### src/rtl/rmii_frame_tx_pkg.sv
// Shared types and constants for the RMII Ethernet frame transmitter.
// The FCS state exists only when RMII_FRAME_TX_FCS_EN is defined.
package rmii_frame_tx_pkg;

    typedef enum logic [2:0] {
        ST_IDLE     = 3'd0,
        ST_PREAMBLE = 3'd1,
        ST_HEADER   = 3'd2,
        ST_PAYLOAD  = 3'd3,
        ST_PAD      = 3'd4,
`ifdef RMII_FRAME_TX_FCS_EN
        ST_FCS      = 3'd5,
`endif
        ST_IFG      = 3'd6
    } tx_state_e;

    localparam logic [7:0] PREAMBLE_BYTE  = 8'h55;
    localparam logic [7:0] SFD_BYTE       = 8'hD5;
    localparam int         PREAMBLE_BYTES = 8;
    localparam int         HEADER_BYTES   = 14;
    localparam int         MIN_DATA_BYTES = 46;
    localparam int         FCS_BYTES      = 4;
    localparam int         IFG_CYCLES     = 48;

    function automatic logic [31:0] bit_reverse32(input logic [31:0] v);
        logic [31:0] r;
        r = '0;
        for (int i = 0; i < 32; i++) r[i] = v[31-i];
        return r;
    endfunction

    localparam logic [31:0] CRC_POLY      = 32'h04C11DB7;
    localparam logic [31:0] CRC_POLY_REFL = bit_reverse32(CRC_POLY);

    // Reflected CRC-32 update for one dibit; bit 0 is the first bit on the wire.
    function automatic logic [31:0] crc32_step_dibit(input logic [31:0] crc,
                                                     input logic [1:0]  dibit);
        logic [31:0] c;
        c = crc;
        for (int i = 0; i < 2; i++) begin
            c = (c[0] ^ dibit[i]) ? ((c >> 1) ^ CRC_POLY_REFL) : (c >> 1);
        end
        return c;
    endfunction

endpackage

### src/rtl/rmii_frame_tx_crc32_dibit.sv
// Reflected CRC-32 accumulator consuming one RMII dibit per clock.
// Instantiated by rmii_frame_tx only when RMII_FRAME_TX_FCS_EN is defined.
module crc32_dibit
    import rmii_frame_tx_pkg::*;
(
    input  logic        clk,
    input  logic        i_clear,
    input  logic        i_en,
    input  logic [1:0]  i_dibit,
    output logic [31:0] o_crc
);

    logic [31:0] r_crc;

    // NOTE: sequential state uses non-blocking assignments so every register samples pre-edge values.
    always_ff @(posedge clk) begin
        if (i_clear) begin
            r_crc <= 32'hFFFF_FFFF;
        end else if (i_en) begin
            r_crc <= crc32_step_dibit(r_crc, i_dibit);
        end
    end

    assign o_crc = r_crc;

endmodule

### src/rtl/rmii_frame_tx.sv
// RMII (2-bit, 50 MHz) transmitter for one fixed-header Ethernet frame per start pulse.
// Define RMII_FRAME_TX_FCS_EN to append the CRC-32 frame check sequence.
module rmii_frame_tx
    import rmii_frame_tx_pkg::*;
#(
    parameter logic [47:0] SRC_MAC              = 48'h0,
    parameter logic [47:0] DST_MAC              = 48'h0,
    parameter logic [15:0] ETHERTYPE            = 16'h0,
    parameter int          PAYLOAD_LENGTH_BYTES = 2
) (
    input  logic                              clk,
    input  logic                              rst,
    input  logic [8*PAYLOAD_LENGTH_BYTES-1:0] payload,
    input  logic                              start,
    output logic                              busy,
    output logic                              txen,
    output logic [1:0]                        txd
);

    localparam int             PW            = 8 * PAYLOAD_LENGTH_BYTES;
    localparam logic [111:0]   HEADER        = {DST_MAC, SRC_MAC, ETHERTYPE};
    localparam bit             HAS_PAD       = PAYLOAD_LENGTH_BYTES < MIN_DATA_BYTES;
    localparam logic [7:0]     LAST_PREAMBLE = 8'(4 * PREAMBLE_BYTES - 1);
    localparam logic [7:0]     LAST_HEADER   = 8'(4 * HEADER_BYTES - 1);
    localparam logic [7:0]     LAST_PAYLOAD  = 8'(4 * PAYLOAD_LENGTH_BYTES - 1);
    localparam logic [7:0]     LAST_PAD      = 8'(4 * (MIN_DATA_BYTES - PAYLOAD_LENGTH_BYTES) - 1);
    localparam logic [7:0]     LAST_IFG      = 8'(IFG_CYCLES - 1);
`ifdef RMII_FRAME_TX_FCS_EN
    localparam logic [7:0]     LAST_FCS      = 8'(4 * FCS_BYTES - 1);
    localparam tx_state_e      AFTER_DATA    = ST_FCS;
`else
    localparam tx_state_e      AFTER_DATA    = ST_IFG;
`endif

    tx_state_e   r_state, w_state_next;
    logic [7:0]  r_cnt, w_cnt_next;
    logic [PW-1:0] r_payload;
    logic [5:0]  w_byte_idx;
    logic [7:0]  w_byte;
    logic [1:0]  w_dibit;

    assign w_byte_idx = r_cnt[7:2];

    always_ff @(posedge clk) begin
        if (rst) begin
            r_state <= ST_IDLE;
            r_cnt   <= '0;
        end else begin
            r_state <= w_state_next;
            r_cnt   <= w_cnt_next;
        end
    end

    // NOTE: the payload holding register is pure datapath and is deliberately left out of reset.
    always_ff @(posedge clk) begin
        if (!rst && r_state == ST_IDLE && start) begin
            r_payload <= payload;
        end
    end

    // NOTE: every always_comb output gets a default first so no path can infer a latch.
    always_comb begin
        w_state_next = r_state;
        w_cnt_next   = r_cnt + 8'd1;
        case (r_state)
            ST_IDLE:     if (start) w_state_next = ST_PREAMBLE;
            ST_PREAMBLE: if (r_cnt == LAST_PREAMBLE) w_state_next = ST_HEADER;
            ST_HEADER:   if (r_cnt == LAST_HEADER) w_state_next = ST_PAYLOAD;
            ST_PAYLOAD:  if (r_cnt == LAST_PAYLOAD) w_state_next = HAS_PAD ? ST_PAD : AFTER_DATA;
            ST_PAD:      if (r_cnt == LAST_PAD) w_state_next = AFTER_DATA;
`ifdef RMII_FRAME_TX_FCS_EN
            ST_FCS:      if (r_cnt == LAST_FCS) w_state_next = ST_IFG;
`endif
            ST_IFG:      if (r_cnt == LAST_IFG) w_state_next = ST_IDLE;
            default:     w_state_next = ST_IDLE;
        endcase
        // The per-state dibit counter restarts on every state change and stays cleared while idle.
        if (w_state_next != r_state || r_state == ST_IDLE) w_cnt_next = '0;
    end

`ifdef RMII_FRAME_TX_FCS_EN
    logic [31:0] w_crc;
    logic [31:0] w_fcs;
    logic        w_crc_en;

    assign w_crc_en = (r_state == ST_HEADER) || (r_state == ST_PAYLOAD) || (r_state == ST_PAD);
    assign w_fcs    = ~w_crc;

    crc32_dibit u_crc (
        .clk     (clk),
        .i_clear (rst || r_state == ST_IDLE),
        .i_en    (w_crc_en),
        .i_dibit (w_dibit),
        .o_crc   (w_crc)
    );
`endif

    // Byte under transmission, then the dibit within it (bits [1:0] first).
    always_comb begin
        txen   = 1'b0;
        w_byte = 8'h00;
        case (r_state)
            ST_PREAMBLE: begin
                txen   = 1'b1;
                w_byte = (w_byte_idx == 6'd7) ? SFD_BYTE : PREAMBLE_BYTE;
            end
            ST_HEADER: begin
                txen   = 1'b1;
                w_byte = HEADER[8 * (HEADER_BYTES - 1 - int'(w_byte_idx)) +: 8];
            end
            ST_PAYLOAD: begin
                txen   = 1'b1;
                w_byte = r_payload[8 * (PAYLOAD_LENGTH_BYTES - 1 - int'(w_byte_idx)) +: 8];
            end
            ST_PAD: txen = 1'b1;
`ifdef RMII_FRAME_TX_FCS_EN
            ST_FCS: begin
                txen   = 1'b1;
                w_byte = w_fcs[8 * int'(w_byte_idx) +: 8];
            end
`endif
            default: ;
        endcase
        w_dibit = w_byte[{r_cnt[1:0], 1'b0} +: 2];
    end

    assign txd  = txen ? w_dibit : 2'b00;
    assign busy = (r_state != ST_IDLE);

endmodule

### config.mk
export PLATFORM = sky130hd
export DESIGN_NAME = rmii_frame_tx
export DESIGN_NICKNAME = d
export VERILOG_FILES = /design/src/rtl/rmii_frame_tx_pkg.sv /design/src/rtl/rmii_frame_tx_crc32_dibit.sv /design/src/rtl/rmii_frame_tx.sv
export SDC_FILE = /design/constraint.sdc
export NUM_CORES = 1
export LEC_CHECK = 0
export ABC_AREA = 0
export CAP_MARGIN = 0
export CORE_UTILIZATION = 51
export CTS_CLUSTER_DIAMETER = 150
export CTS_CLUSTER_SIZE = 40
export DETAILED_ROUTE_END_ITERATION = 6
export PLACE_DENSITY_LB_ADDON = 0.1
export SLEW_MARGIN = 15
export SYNTH_ARGS = -nofsm -noshare
export SYNTH_HDL_FRONTEND = slang
export SYNTH_SLANG_ARGS = --single-unit
### constraint.sdc
create_clock -name clk -period 3.26 [get_ports clk]
set_input_delay 0.978 -clock clk [delete_from_list [all_inputs] [get_ports clk]]
set_output_delay 0.978 -clock clk [all_outputs]
set_load 0.05 [all_outputs]
Yosys cells after proc, flatten, opt, wreduce, memory -nomap -nowiden
Cells that the tools add are included.

storage, ports and cells
  output and inout bits = 4
  input port bits = 19
  flip-flop bits (word level) = 27
  word-level logic and storage cells = 40

cells by class
  eq/ne operators = 12
  reductions and logical operators = 8
  shifts and indexed selects = 3
  $add $sub $neg = 3
  multiplexer cells = 11

operators by type and width
  cell                                                                             count
  112-bit by 10-bit variable part select with 8-bit output (first input constant)  1
  8-bit case mux with 3 select lines                                               1
  3-bit two-way mux                                                                6
  3-bit case mux with 6 select lines                                               1
  8-bit by 6-bit equality test with 1-bit output (second input constant)           2
  16-bit by 10-bit variable part select with 8-bit output                          1
  8-bit by 1-bit adder with 8-bit output (second input constant)                   1
  8-bit by 3-bit equality test with 1-bit output (second input constant)           1
  8-bit by 5-bit equality test with 1-bit output (second input constant)           1
  8-bit equality test (second input constant)                                      1
  8-bit two-way mux                                                                1
  8-bit by 4-bit variable part select with 2-bit output                            1
  1-bit by 6-bit subtractor with 7-bit output (first input constant)               1
  4-bit by 6-bit subtractor with 7-bit output (first input constant)               1
  3-bit by 2-bit equality test with 1-bit output (second input constant)           2
  3-bit equality test (second input constant)                                      2
  6-bit by 3-bit equality test with 1-bit output (second input constant)           1
  4-bit OR reduction                                                               1
  3-bit by 1-bit equality test with 1-bit output (second input constant)           1
  3-bit logical NOT                                                                1
  3-bit inequality test                                                            1
  3-bit nonzero test                                                               1
  1-bit logical AND                                                                2
  2-bit two-way mux                                                                1
  4 further kinds                                                                  4

Longest topological paths before layout
  depth after elaboration = 6
  mapped depth = 7
  depth with buffers taken out = 6

Worst setup path before layout
Ideal clock, no wire load.

  path kind = register to output
  from = reg r_cnt[2]
  to = out txd[0]
  stages on the path, launching flop included = 5
  required time = 2.282 ns
  arrival time = 2.418 ns
  path slack = -0.136 ns
  buffers on the path = 1
  cell sequence = dfxtp_1 -> buf_4 -> mux4_2 -> mux2i_1 -> o41ai_1

between the ends
  cells in the longest elaborated chain, start to end = 5
  elaborated cells between the ends (all ways) = 7
  classes of those cells = add/sub (2); shift (3); mux (2)

ends and longest elaborated chain
  what                                                                                                                                 RTL line                                    source
  start, declared                                                                                                                      rmii_frame_tx.sv:36                         logic [7:0] r_cnt, w_cnt_next;
  start signal, assigned                                                                                                               rmii_frame_tx.sv:50                         r_cnt <= w_cnt_next;
  4-bit by 6-bit subtractor with 7-bit output or 1-bit by 6-bit subtractor with 7-bit output (tied branches)                           rmii_frame_tx.sv:109, rmii_frame_tx.sv:113
  112-bit by 10-bit variable part select with 8-bit output or 16-bit by 10-bit variable part select with 8-bit output (tied branches)  rmii_frame_tx.sv:109, rmii_frame_tx.sv:113
  8-bit case mux with 3 select lines *                                                                                                 rmii_frame_tx.sv:102                        case (r_state)
  8-bit by 4-bit variable part select with 2-bit output *                                                                              rmii_frame_tx.sv:124                        w_dibit = w_byte[{r_cnt[1:0], 1'b0} +: 2];
  2-bit two-way mux *                                                                                                                  rmii_frame_tx.sv:127                        assign txd = txen ? w_dibit : 2'b00;
  end, declared                                                                                                                        rmii_frame_tx.sv:17                         output logic [1:0] txd

Every way passes the cells marked *; elsewhere a longest branch is shown, timed or not.

Worst setup path after layout
  from = reg r_cnt[3]
  to = out txd[0]

Same word-level chain as after synthesis.

==> results.py <==
metrics = {
    "status": {
        "outcome": "completed",
    },
    "cells_and_area": {
        "antennaDiodeCount": 0,
        "seq_area_um2": 701,
        "finalNetCount": 158,
        "syn_to_final_growth_pct": 21.8,
        "multiInputGateArea_um2": 592,
        "layout-drive-gt1-share": 0.119,
        "nFillCells": 212,
        "final_util": 0.657,
    },
    "sta": {
        "fin_crit_sh": 0.927,
        "slew_violations": 0,
        "timing.final.hold_violations": 0,
        "fin_tns_setup_ns": 0,
        "relSlewSlack": 0.667,
        "worst_slew_pin_slew_ns": 0.497,
        "rsz0062_at_grt": "no",
        "fmax_mhz": 331,
        "fin_worst_skew_ns": 0.00859,
        "setup_viol": 0,
        "timing.final.crit_period_ns": 3.02,
    },
    "yosys": {
        "synthArstFlopShare": 0,
        "yosys.area_share.xor_xnor": 0.0459,
        "synth-edff-count": 16,
        "netlist_instances": 112,
        "yosysSeqAreaShare": 0.525,
        "ys_ff_latch": 27,
        "synth_compound_area_frac": 0.0609,
        "synth_top_family_by_area": "simple AND/OR/NAND/NOR gates",
        "ys.flop_type": "edfxtp_1",
        "synth.most_common_cell": "edfxtp_1",
        "yosys-top-cells-area": "edfxtp_1 36%, dfxtp_1 16%, mux4_2 6.7%, nor2_1 4.2%, mux2i_1 3.0%",
        "synthTopCellsByCount": "16 x edfxtp_1, 15 x nor2_1, 11 x dfxtp_1",
        "syn-num-nets": 134,
        "syn_area_um2": 1340,
        "yosysWarningCount": 0,
        "avgSynthCellArea_um2": 11.9,
        "synth_top_area_share": 0.360,
        "synth.distinct_cells": 34,
        "yosys.area_share.simple": 0.201,
        "synth-adder-area-share": 0.0281,
        "synth.largest_area_cell": "edfxtp_1",
        "synth_mux_area_frac": 0.0975,
    },
    "die": {
        "die_h_um": 53.2,
        "die_w_um": 53.2,
        "rows": 18,
        "core-area_um2": 2480,
        "ios": 23,
        "die_area_um2": 2830,
        "initial_core_util": 0.539,
    },
    "grt": {
        "use_met2": 0.331,
        "met1_usage": 0.238,
        "grt_overflow_total": 0,
        "met3_usage": 0.0431,
        "grt_pass1_wl_um": 3890,
        "antenna_found_initial": 0,
        "grt_pass1_vias": 909,
        "track_usage": 0.197,
        "grt_max_degree": 17,
        "top_usage_layer": "met2",
    },
    "route": {
        "ant_nets": 0,
        "via_per_inst": 5.69,
        "drt_iter0_drc": 10,
        "drc": 0,
        "num_vias": 939,
        "wl_per_cell_um": 14.7,
        "drt-total-wl_um": 2420,
        "first_pass_iters": 4,
    },
    "critical_path": {
        "path_cells": "ha_1 > o41ai_2 > dlygate4sd2_1",
        "worstPathRequired_ns": 2.28,
        "regToRegStartpoint": "r_cnt[1]$_SDFF_PP0_",
        "cp_slowest_cell": "dlygate4sd2_1",
        "r2r_end": "r_cnt[0]$_SDFF_PP0_",
        "reg2reg_setup_slack_ns": 1.12,
        "arrival_ns": 2.04,
        "path_delay_family": "buffers and inverters",
        "critPathBufInv": 1,
        "reg2reg_depth": 7,
        "slowest_delay_ns": 0.56,
        "start_kind": "flop",
        "crit_path_max_fanout": 9,
        "cp.depth": 3,
        "critPathCaptureType": "output port",
        "path_class": "reg -> out",
        "cp-endpoint": "txd[0]",
        "critPathLaunch": "r_cnt[3]$_SDFF_PP0_",
    },
    "place": {
        "gp_congestion": 0.829,
        "port_buffers": 22,
        "hpwl_um": 1870,
    },
    "clock_network": {
        "postCtsHoldBufs": 0,
        "clkTransAtPathRegs_ns": 0.14,
        "cts_htree_levels": 1,
        "clock-sinks": 27,
        "cts_buffer_depth": 2,
        "cts_root_buffer": "clkbuf_4",
        "post-cts-setup-buffers": 0,
        "cts_inserted_buffers": 3,
        "cts_tree": "yes",
        "clock_latency_ns": 0.32,
    },
    "pwr": {
        "power.density_nw_per_um2": 361,
        "ir_worst_vdd_v": 0.000355,
        "p_leak_nw": 0.536,
    },
    "hold_path": {
        "holdCritPathClass": "reg -> reg",
        "hold_start": "r_cnt[0]$_SDFF_PP0_",
    },
    "job": {
        "cap_violations": 0,
    },
}
-- cell usage in the layout (no fill, tap or decap) --
cell type / synthesis / final
nand2b_1: 2 / 2
o41ai_2: 0 / 1
nor4bb_1: 1 / 1
a32o_1: 1 / 1
a211oi_2: 1 / 1
or3_1: 1 / 1
nand4_1: 2 / 2
nor4b_4: 1 / 1
nor3b_2: 0 / 1
clkbuf_1: 0 / 1
nor3_1: 3 / 3
dfxtp_1: 11 / 11
nor2_1: 15 / 15
xnor2_1: 4 / 4
a31oi_1: 2 / 2
clkdlybuf4s50_1: 0 / 20
a211oi_1: 3 / 3
nand3b_1: 1 / 1
xor2_1: 3 / 3
dlygate4sd2_1: 0 / 1
mux2i_1: 4 / 4
clkbuf_4: 0 / 3
edfxtp_1: 16 / 16
and3_1: 2 / 2
nand3_1: 1 / 1
nor4b_1: 1 / 1
buf_4: 1 / 4
buf_12: 0 / 1
inv_1: 3 / 3
nand4bb_1: 2 / 2
nand2_1: 7 / 7
nor4_1: 2 / 2
o21ai_1: 1 / 1
nor3b_1: 3 / 2
or4_1: 2 / 2
ha_1: 3 / 3
a21oi_1: 2 / 2
mux4_2: 4 / 4
-- per-stage QoR --
stage	cell area (um2)	std cells	power (mW)	worst slack (ns)	hold WS (ns)
6_report	1630	165	0.587	0.239	0.575
5_1_grt	1630	165	0.613	0.153	0.628
4_1_cts	1630	165	0.594	0.246	0.572
3_5_place_dp	1600	161	0.452	0.328	0.530
3_3_place_gp	1600	161	0.451	0.378	0.507
2_1_floorplan	1340	112	0.416	0.502	0.483
-- cell type report --
class	count	area share
Sequential cell	27	0.431
Multi-Input combinational cell	75	0.364
Timing Repair Buffer	26	0.159
Tap cell	30	0.0231
Clock buffer	4	0.0162
Inverter	3	0.00692
-- where the power goes --
part,internal [mW],switching [mW],leakage (nW)
sequential,0.372,0.00543,0.237
combinational,0.0352,0.0310,0.284
clock,0.0479,0.0961,0.0150
-- sequential cells by signal (all words and copies together) (netlist names) --
name and cells:
r_payload 16, r_cnt 8, r_state 3
-- how the worst min path moves through the flow --
stage | endpoint | cells after the start
after global placement | r_cnt[0]$_SDFF_PP0_ | 1
after global routing | r_cnt[0]$_SDFF_PP0_ | 1
final | r_cnt[0]$_SDFF_PP0_ | 1
after floorplan | r_cnt[0]$_SDFF_PP0_ | 1
after detailed placement | r_cnt[0]$_SDFF_PP0_ | 1
after CTS | r_cnt[0]$_SDFF_PP0_ | 1
-- worst register-to-register path, stage by stage, from the launching register on --
cell and delay [ns]:
dfxtp_1 0.50, ha_1 0.28, nor4b_1 0.25, a211oi_1 0.18, a211oi_2 0.36, mux2i_1 0.24, buf_4 0.18, nor2_1 0.05
-- cells by family (layout without fill, tap and decap cells) --
logic type | Yosys count | in the layout
multiplexers | 8 | 8
buffers and inverters | 10 | 33
XOR/XNOR | 7 | 7
AO/OA/AOI/OAI | 11 | 11
adder cells (fa/ha/maj) | 3 | 3
AND/OR/NAND/NOR | 46 | 46
flip-flops | 27 | 27
-- per-layer routing --
metal  up-vias  wire [um]
met2        24       1220
met3         6         84
met1       442       1070
li1        467          -
met5         -          0
met4         0         47
-- timing repair --
| action | CTS | global route |
|---|---|---|
| resized for setup | 1 | 0 |
| endpoints found under the hold margin | 0 | 0 |
| endpoints found under the setup margin | 1 | 0 |
Power figures use the tool's default switching activity.
